==> src/rtl/vx_fpu_sqrt_rsp_buf.sv <==
// Response FIFO behind the FPU square-root unit with a sticky fflags accumulator.
// Optional zero-latency bypass when empty: define FSQRT_RSP_BYPASS_EN.
module vx_fpu_sqrt_rsp_buf #(
  parameter int NUM_LANES = 1,
  parameter int TAG_WIDTH = 1,
  parameter int DEPTH     = 4
) (
  input  logic                         clk,
  input  logic                         reset,
  input  logic                         valid_in,
  output logic                         ready_in,
  input  logic [NUM_LANES*32-1:0]      result_in,
  input  logic                         has_fflags_in,
  input  logic [4:0]                   fflags_in,
  input  logic [TAG_WIDTH-1:0]         tag_in,
  output logic                         valid_out,
  input  logic                         ready_out,
  output logic [NUM_LANES*32-1:0]      result_out,
  output logic                         has_fflags,
  output logic [4:0]                   fflags,
  output logic [TAG_WIDTH-1:0]         tag_out,
  output logic [4:0]                   fflags_acc,
  input  logic                         acc_clr,
  output logic [$clog2(DEPTH+1)-1:0]   count
);

  localparam int RES_W = NUM_LANES * 32;
  localparam int PTR_W = $clog2(DEPTH);
  localparam int CNT_W = $clog2(DEPTH + 1);
  localparam logic [CNT_W-1:0] FULL_CNT = CNT_W'(DEPTH);

  function automatic logic [4:0] mask_fflags(input logic has, input logic [4:0] flags);
    return has ? flags : 5'b0;
  endfunction

  logic [RES_W-1:0]     res_mem [DEPTH];
  logic                 hf_mem  [DEPTH];
  logic [4:0]           ff_mem  [DEPTH];
  logic [TAG_WIDTH-1:0] tag_mem [DEPTH];

  logic [PTR_W-1:0] wr_ptr, rd_ptr;
  logic             bypass;
  logic             empty;
  logic             push, pop, push_st, pop_st;
  logic [4:0]       acc_nxt;

  assign empty    = (count == '0);
  assign ready_in = (count != FULL_CNT);

`ifdef FSQRT_RSP_BYPASS_EN
  assign bypass = empty && ready_out;
`else
  assign bypass = 1'b0;
`endif

  // While bypassing, the head is the live input and nothing is stored.
  always_comb begin
    if (bypass) begin
      valid_out  = valid_in;
      result_out = result_in;
      has_fflags = has_fflags_in;
      fflags     = mask_fflags(has_fflags_in, fflags_in);
      tag_out    = tag_in;
    end else begin
      valid_out  = !empty;
      result_out = res_mem[rd_ptr];
      has_fflags = hf_mem[rd_ptr];
      fflags     = ff_mem[rd_ptr];
      tag_out    = tag_mem[rd_ptr];
    end
  end

  assign push    = valid_in && ready_in;
  assign pop     = valid_out && ready_out;
  assign push_st = push && !bypass;
  assign pop_st  = pop && !bypass;

  // A clear and a same-cycle pop leave only the popped flags.
  assign acc_nxt = (acc_clr ? 5'b0 : fflags_acc) | (pop ? fflags : 5'b0);

  always_ff @(posedge clk) begin
    if (push_st) begin
      res_mem[wr_ptr] <= result_in;
      hf_mem[wr_ptr]  <= has_fflags_in;
      ff_mem[wr_ptr]  <= mask_fflags(has_fflags_in, fflags_in);
      tag_mem[wr_ptr] <= tag_in;
    end
  end

  always_ff @(posedge clk or negedge reset) begin
    if (!reset) begin
      wr_ptr     <= '0;
      rd_ptr     <= '0;
      count      <= '0;
      fflags_acc <= '0;
    end else begin
      if (push_st) wr_ptr <= wr_ptr + PTR_W'(1);
      if (pop_st)  rd_ptr <= rd_ptr + PTR_W'(1);
      case ({push_st, pop_st})
        2'b10:   count <= count + CNT_W'(1);
        2'b01:   count <= count - CNT_W'(1);
        default: count <= count;
      endcase
      fflags_acc <= acc_nxt;
    end
  end

endmodule

==> config.mk <==
export PLATFORM = sky130hd
export DESIGN_NAME = vx_fpu_sqrt_rsp_buf
export DESIGN_NICKNAME = d
export VERILOG_FILES = /design/src/rtl/vx_fpu_sqrt_rsp_buf.sv
export SDC_FILE = /design/constraint.sdc
export NUM_CORES = 1
export LEC_CHECK = 0
export ABC_AREA = 1
export ABC_CLOCK_PERIOD_IN_PS = 2930
export BUFFER_PORTS_ARGS = -buffer_cell sky130_fd_sc_hd__buf_4
export CAP_MARGIN = 20
export CORE_UTILIZATION = 44
export CTS_CLUSTER_SIZE = 30
export DETAILED_ROUTE_END_ITERATION = 10
export PLACE_DENSITY = 0.76
export SETUP_SLACK_MARGIN = 0.2
export SLEW_MARGIN = 10
export SYNTH_ARGS = -nofsm -noshare
export SYNTH_HDL_FRONTEND = slang
export SYNTH_SLANG_ARGS = --single-unit
==> constraint.sdc <==
create_clock -name clk -period 2.93 [get_ports clk]
set_input_delay 0.293 -clock clk [delete_from_list [all_inputs] [get_ports clk]]
set_output_delay 0.293 -clock clk [all_outputs]
set_load 0.01 [all_outputs]
# After elaboration in Yosys (flattened, before gate mapping)
# Memory sizes are Yosys's and may differ from the RTL's.
# Cells that the tools add are included.
# classes
addsub	4
n_reduce_logical	5
n_mux	6
eq_ne	3
n_bitwise	1
# op_table
cell	n
5-bit 2-to-1 mux	3
3-bit one-hot mux with 2 select lines	1
5-bit bitwise OR	1
2-bit by 1-bit adder with 2-bit output, second input constant	2
3-bit by 1-bit adder with 3-bit output, second input constant	1
3-bit logical NOT	1
3-bit != test, second input constant	1
3-bit by 1-bit subtractor with 3-bit output, second input constant	1
2-bit by 1-bit == test with 1-bit output, second input constant	1
2-bit == test, second input constant	1
1-bit logical AND	2
1-bit 2-to-1 mux	2
2-bit nonzero test	1
1-bit logical NOT	1
# totals
memories	4
ramBits	156
word_cells	27
out_inout_bits	49
ff_bits	12
# memory_table
name	depth	word_bits	rd	rd_ports_with_merged_regs	write_ports	line	rtl
res_mem	4	32	1	0	1	36	logic [RES_W-1:0] res_mem [DEPTH];
ff_mem	4	5	1	0	1	38	logic [4:0] ff_mem [DEPTH];
hf_mem	4	1	1	0	1	37	logic hf_mem [DEPTH];
tag_mem	4	1	1	0	1	39	logic [TAG_WIDTH-1:0] tag_mem [DEPTH];

# Depth between registers and ports, before layout
# logic_depth
word_depth	5
depth_mapped	10

# Worst setup path before layout
# Ideal clock, no wire load.
# synth_timing
path_kind	register to register
from	reg count[0]
to	mem ff_mem[0][0] (enable)
path_slack_ns	0.050
path_buffers	0
required_ns	2.495
stages_incl_launch_ff	5
setup_time_ns	0.435
arrival_ns	2.445
cell_sequence	dfrtp_1 > nor2_2 > nand2_1 > nand2_2 > nor2_1
# synth_via
elab_chain_cells	4
# synth_rtl
element	line	rtl
from (decl)	24	output logic [$clog2(DEPTH+1)-1:0] count
from (signal assigned)	100	2'b10: count <= count + CNT_W'(1);
from (signal assigned)	101	2'b01: count <= count - CNT_W'(1);
from (signal assigned)	102	default: count <= count;
3-bit != test	48	assign ready_in = (count != FULL_CNT);
via ready_in	11	output logic ready_in,
1-bit logical AND	73	assign push = valid_in && ready_in;
1-bit 2-to-1 mux	82	if (push_st) begin
1-bit 2-to-1 mux (not written as such)	85	ff_mem[wr_ptr] <= mask_fflags(has_fflags_in, fflags_in);
to (decl)	38	
# The timed path passes the listed nets, and every way through them passes these cells.

# Worst setup path after layout
# layout_timing
from	reg rd_ptr[0]
to	out result_out[4]
# layout_via
elab_chain_cells	1
# layout_rtl
element	line	rtl
from (decl)	41	logic [PTR_W-1:0] wr_ptr, rd_ptr;
from (signal assigned)	98	if (pop_st) rd_ptr <= rd_ptr + PTR_W'(1);
memory read 4 x 32 bit	n/a	
to (decl)	18	output logic [NUM_LANES*32-1:0] result_out,
# Every way passes these cells.

==> out/metrics.cfg <==
[placed_design]
place_congestion = 0.774
dpl.hpwl_mm = 7.37
portBuffers = 92
dpl-instance-area_um2 = 7430

[worst_setup_path]
cp_common_cell = buf_4
critPathKind = reg -> out
critPathBufInv = 2
required_ns = 2.64
r2r_setup_slack_ns = 0.84
endpoint_kind = primary output
critPathArrivalTime_ns = 2.17
path_cells = buf_4 -> o21ai_0 -> o22ai_1 -> buf_4
crit_fanout = 79
cp-start-kind = register
slowest_delay_ns = 0.62
path_delay_family = buffers and inverters
cp_slowest_cell = buf_4

[global_route]
grt_pass1_wl_mm = 20.7
grt_max_degree = 80
antenna_found_initial = 0
grt_pass1_vias = 3991
met2_usage_pct = 30.1
grt-ovfl-total = 0
use_met1_pct = 21.0
grt_util_met3_pct = 4.38
grt_usage_pct = 17.5
gr-max-usage-layer = met2

[finish]
drive_gt1_share_pct = 26.4
multi_input_area_um2 = 1380
n_antenna_cell = 0
n_fill_cell = 1151
fin_nets = 613
fin_area_um2 = 7980
seqCellArea_um2 = 4990
syn2layout_area_growth_pct = 21.1

[clocking]
clk_latency_ns = 0.42
ctsResizeCount = 0
clockRootBuffer = clkbuf_16
cts_buffers = 17
postCtsSetupBuffers = 0
cts_sinks = 168
cts_buffer_depth = 2
clk_pin_slew_ns = 0.06
h-tree-depth = 4
cts_tree = done

[sta]
period_needed_ns = 2.46
maxClockFrequency_ghz = 0.407
setup_tns_ns = 0
fin_worst_skew_ns = 0.00944
period_share_pct = 83.9
hold_viol = 0
max_slew.worst_pin.slew_ns = 0.826
setup_viol = 0
rsz0062_at_grt = false
final_max_slew_viol_count = 0
maxSlewHeadroom_pct = 45.0

[yosys]
synth_area_um2 = 6590
syn-mean-instance-area_um2 = 14.0
ys_seq_elements = 168
yosysWarnings = 0
synthDistinctLibCells = 26
synth_nets = 520
synth_cells = 470
ys_seq_area_share_pct = 75.7

[power]
peakVddDrop_v = 0.000637
p_leak_uw = 0.00294
p_per_area_nw_per_um2 = 1060
total_power_uw = 8490

[routing]
drt_first_iter_violations = 378
wire_per_inst_um = 17.2
viasPerCell = 5.33
drc_errors = 0
antenna_left = 0
drt-pass1-iter-count = 4
num_vias = 4049
drt_wl_total_mm = 13.1

[floorplanning]
num_rows = 44
core_um2 = 14600
start_util_pct = 45.2
die_h_um = 124
die_w_um = 124
dieArea_um2 = 15500
ios = 93

[min_path]
worstHoldPathType = in -> reg

[status]
status = completed

[run]
cap_violations = 0

==> flip-flops by register name, indices dropped and copies added (netlist names) <==
signal,count
fflags_acc,5
hf_mem,4
ff_mem,20
rd_ptr,2
wr_ptr,2
res_mem,128
tag_mem,4
count,3
==> timing repair <==
item	CTS	global route
hold buffers	1	0
setup endpoints to repair	0	0
endpoints found under the hold margin	12	0
==> per-stage QoR <==
step	hold WS (ns)	setup WS [ns]	std cells	util [%]
2_1_floorplan	-0.00259	0.0499	470	-
3_3_place_gp	0.141	0.951	727	50.9
3_5_place_dp	0.141	0.849	727	50.9
4_1_cts	0.0523	0.473	760	54.7
5_1_grt	0.0593	0.330	760	54.7
6_report	0.0698	0.472	760	54.7
==> cells in the mapped netlist <==
cell type | count | share of area (%)
dfrtp_1 | 12 | 4.6
and2_1 | 5 | 0.47
nand3_1 | 17 | 1.3
inv_4 | 1 | 0.095
xnor2_1 | 2 | 0.27
nand2_1 | 44 | 2.5
a21oi_2 | 1 | 0.13
o21ai_0 | 68 | 5.2
nor2_2 | 11 | 1.0
fa_1 | 1 | 0.30
o21ai_1 | 2 | 0.15
inv_1 | 19 | 1.1
buf_12 | 1 | 0.30
edfxtp_1 | 156 | 71
xor2_1 | 3 | 0.40
nand2_2 | 1 | 0.095
o22ai_1 | 24 | 2.3
buf_6 | 4 | 0.68
ha_1 | 5 | 0.95
inv_2 | 1 | 0.057
buf_2 | 11 | 0.84
o22ai_2 | 10 | 1.9
clkbuf_1 | 2 | 0.11
nor2_1 | 62 | 3.5
buf_4 | 4 | 0.46
clkbuf_2 | 3 | 0.23
==> final timing paths <==
| check | startpoint | to | cells past startpoint |
|---|---|---|---|
| min | result_in[31] | res_mem[0][31] | 1 |
| max | rd_ptr[0] | result_out[4] | 4 |
| max in group asynchronous | reset | rd_ptr[0] | 2 |
| max reg2reg | count[0] | count[2] | 9 |
| min reg2reg | fflags_acc[0] | fflags_acc[0] | 2 |
| min in group asynchronous | reset | count[2] | 2 |
==> metal layers <==
layer | wire, um | share of wire, % | up-vias
li1 | - | - | 1883
met1 | 5260 | 40 | 2017
met2 | 6850 | 52 | 131
met3 | 694 | 5.3 | 18
met4 | 263 | 2.0 | 0
met5 | 0 | 0 | -
==> kinds of logic (layout without fill, tap and decap cells) <==
kind of cell / after synthesis / in the layout / share of synthesized area (%)
XOR/XNOR: 5 / 5 / 0.665
buffers and inverters: 46 / 152 / 3.85
AO/OA/AOI/OAI: 105 / 105 / 9.63
adder cells (fa/ha/maj): 6 / 6 / 1.25
flip-flops: 168 / 168 / 75.7
AND/OR/NAND/NOR: 140 / 140 / 8.94
==> where the power goes <==
group	internal, uW	leakage, uW	total [uW]	switching, uW
clock	1230	0.000261	2050	822
sequential	3190	0.00157	3340	149
combinational	1190	0.00110	3100	1910
total	5610	0.00294	8490	2880
==> worst register-to-register path, cell delays in order, from the launching register on <==
cell     delay [ns]
dfrtp_1        0.43
nor2_2         0.18
nand2_1        0.12
nand2_2        0.25
ha_1           0.21
inv_1          0.07
fa_1           0.40
nand2_1        0.10
nand3_1        0.09
xor2_1         0.14
==> layout by cell type (no fill, tap or decap) <==
cell / count
dfrtp_2: 1
nand2_2: 1
inv_4: 1
clkinvlp_4: 2
clkbuf_1: 3
bufinv_16: 2
o22ai_2: 10
o21ai_0: 68
nor2_4: 4
nand3_1: 17
xor2_1: 3
inv_1: 19
nand2_1: 44
buf_4: 97
edfxtp_1: 156
a21oi_2: 1
clkinv_2: 3
clkbuf_16: 17
xnor2_1: 2
buf_12: 1
o21ai_1: 2
inv_2: 1
nor2_2: 11
dfrtp_1: 11
dlygate4sd3_1: 1
fa_1: 1
o22ai_1: 24
ha_1: 5
and2_1: 5
nor2_1: 58
clkinv_1: 5
==> layout make-up <==
cell class                 instances  share of cell area (%)
clock inverter                    12                    1.36
clock buffer                      20                    5.47
multi-input combinational        256                    17.3
sequential                       168                    62.5
inverter                          21                    1.02
timing repair buffer              99                    9.50
tap                              184                    2.88
Power figures use the tool's default switching activity.
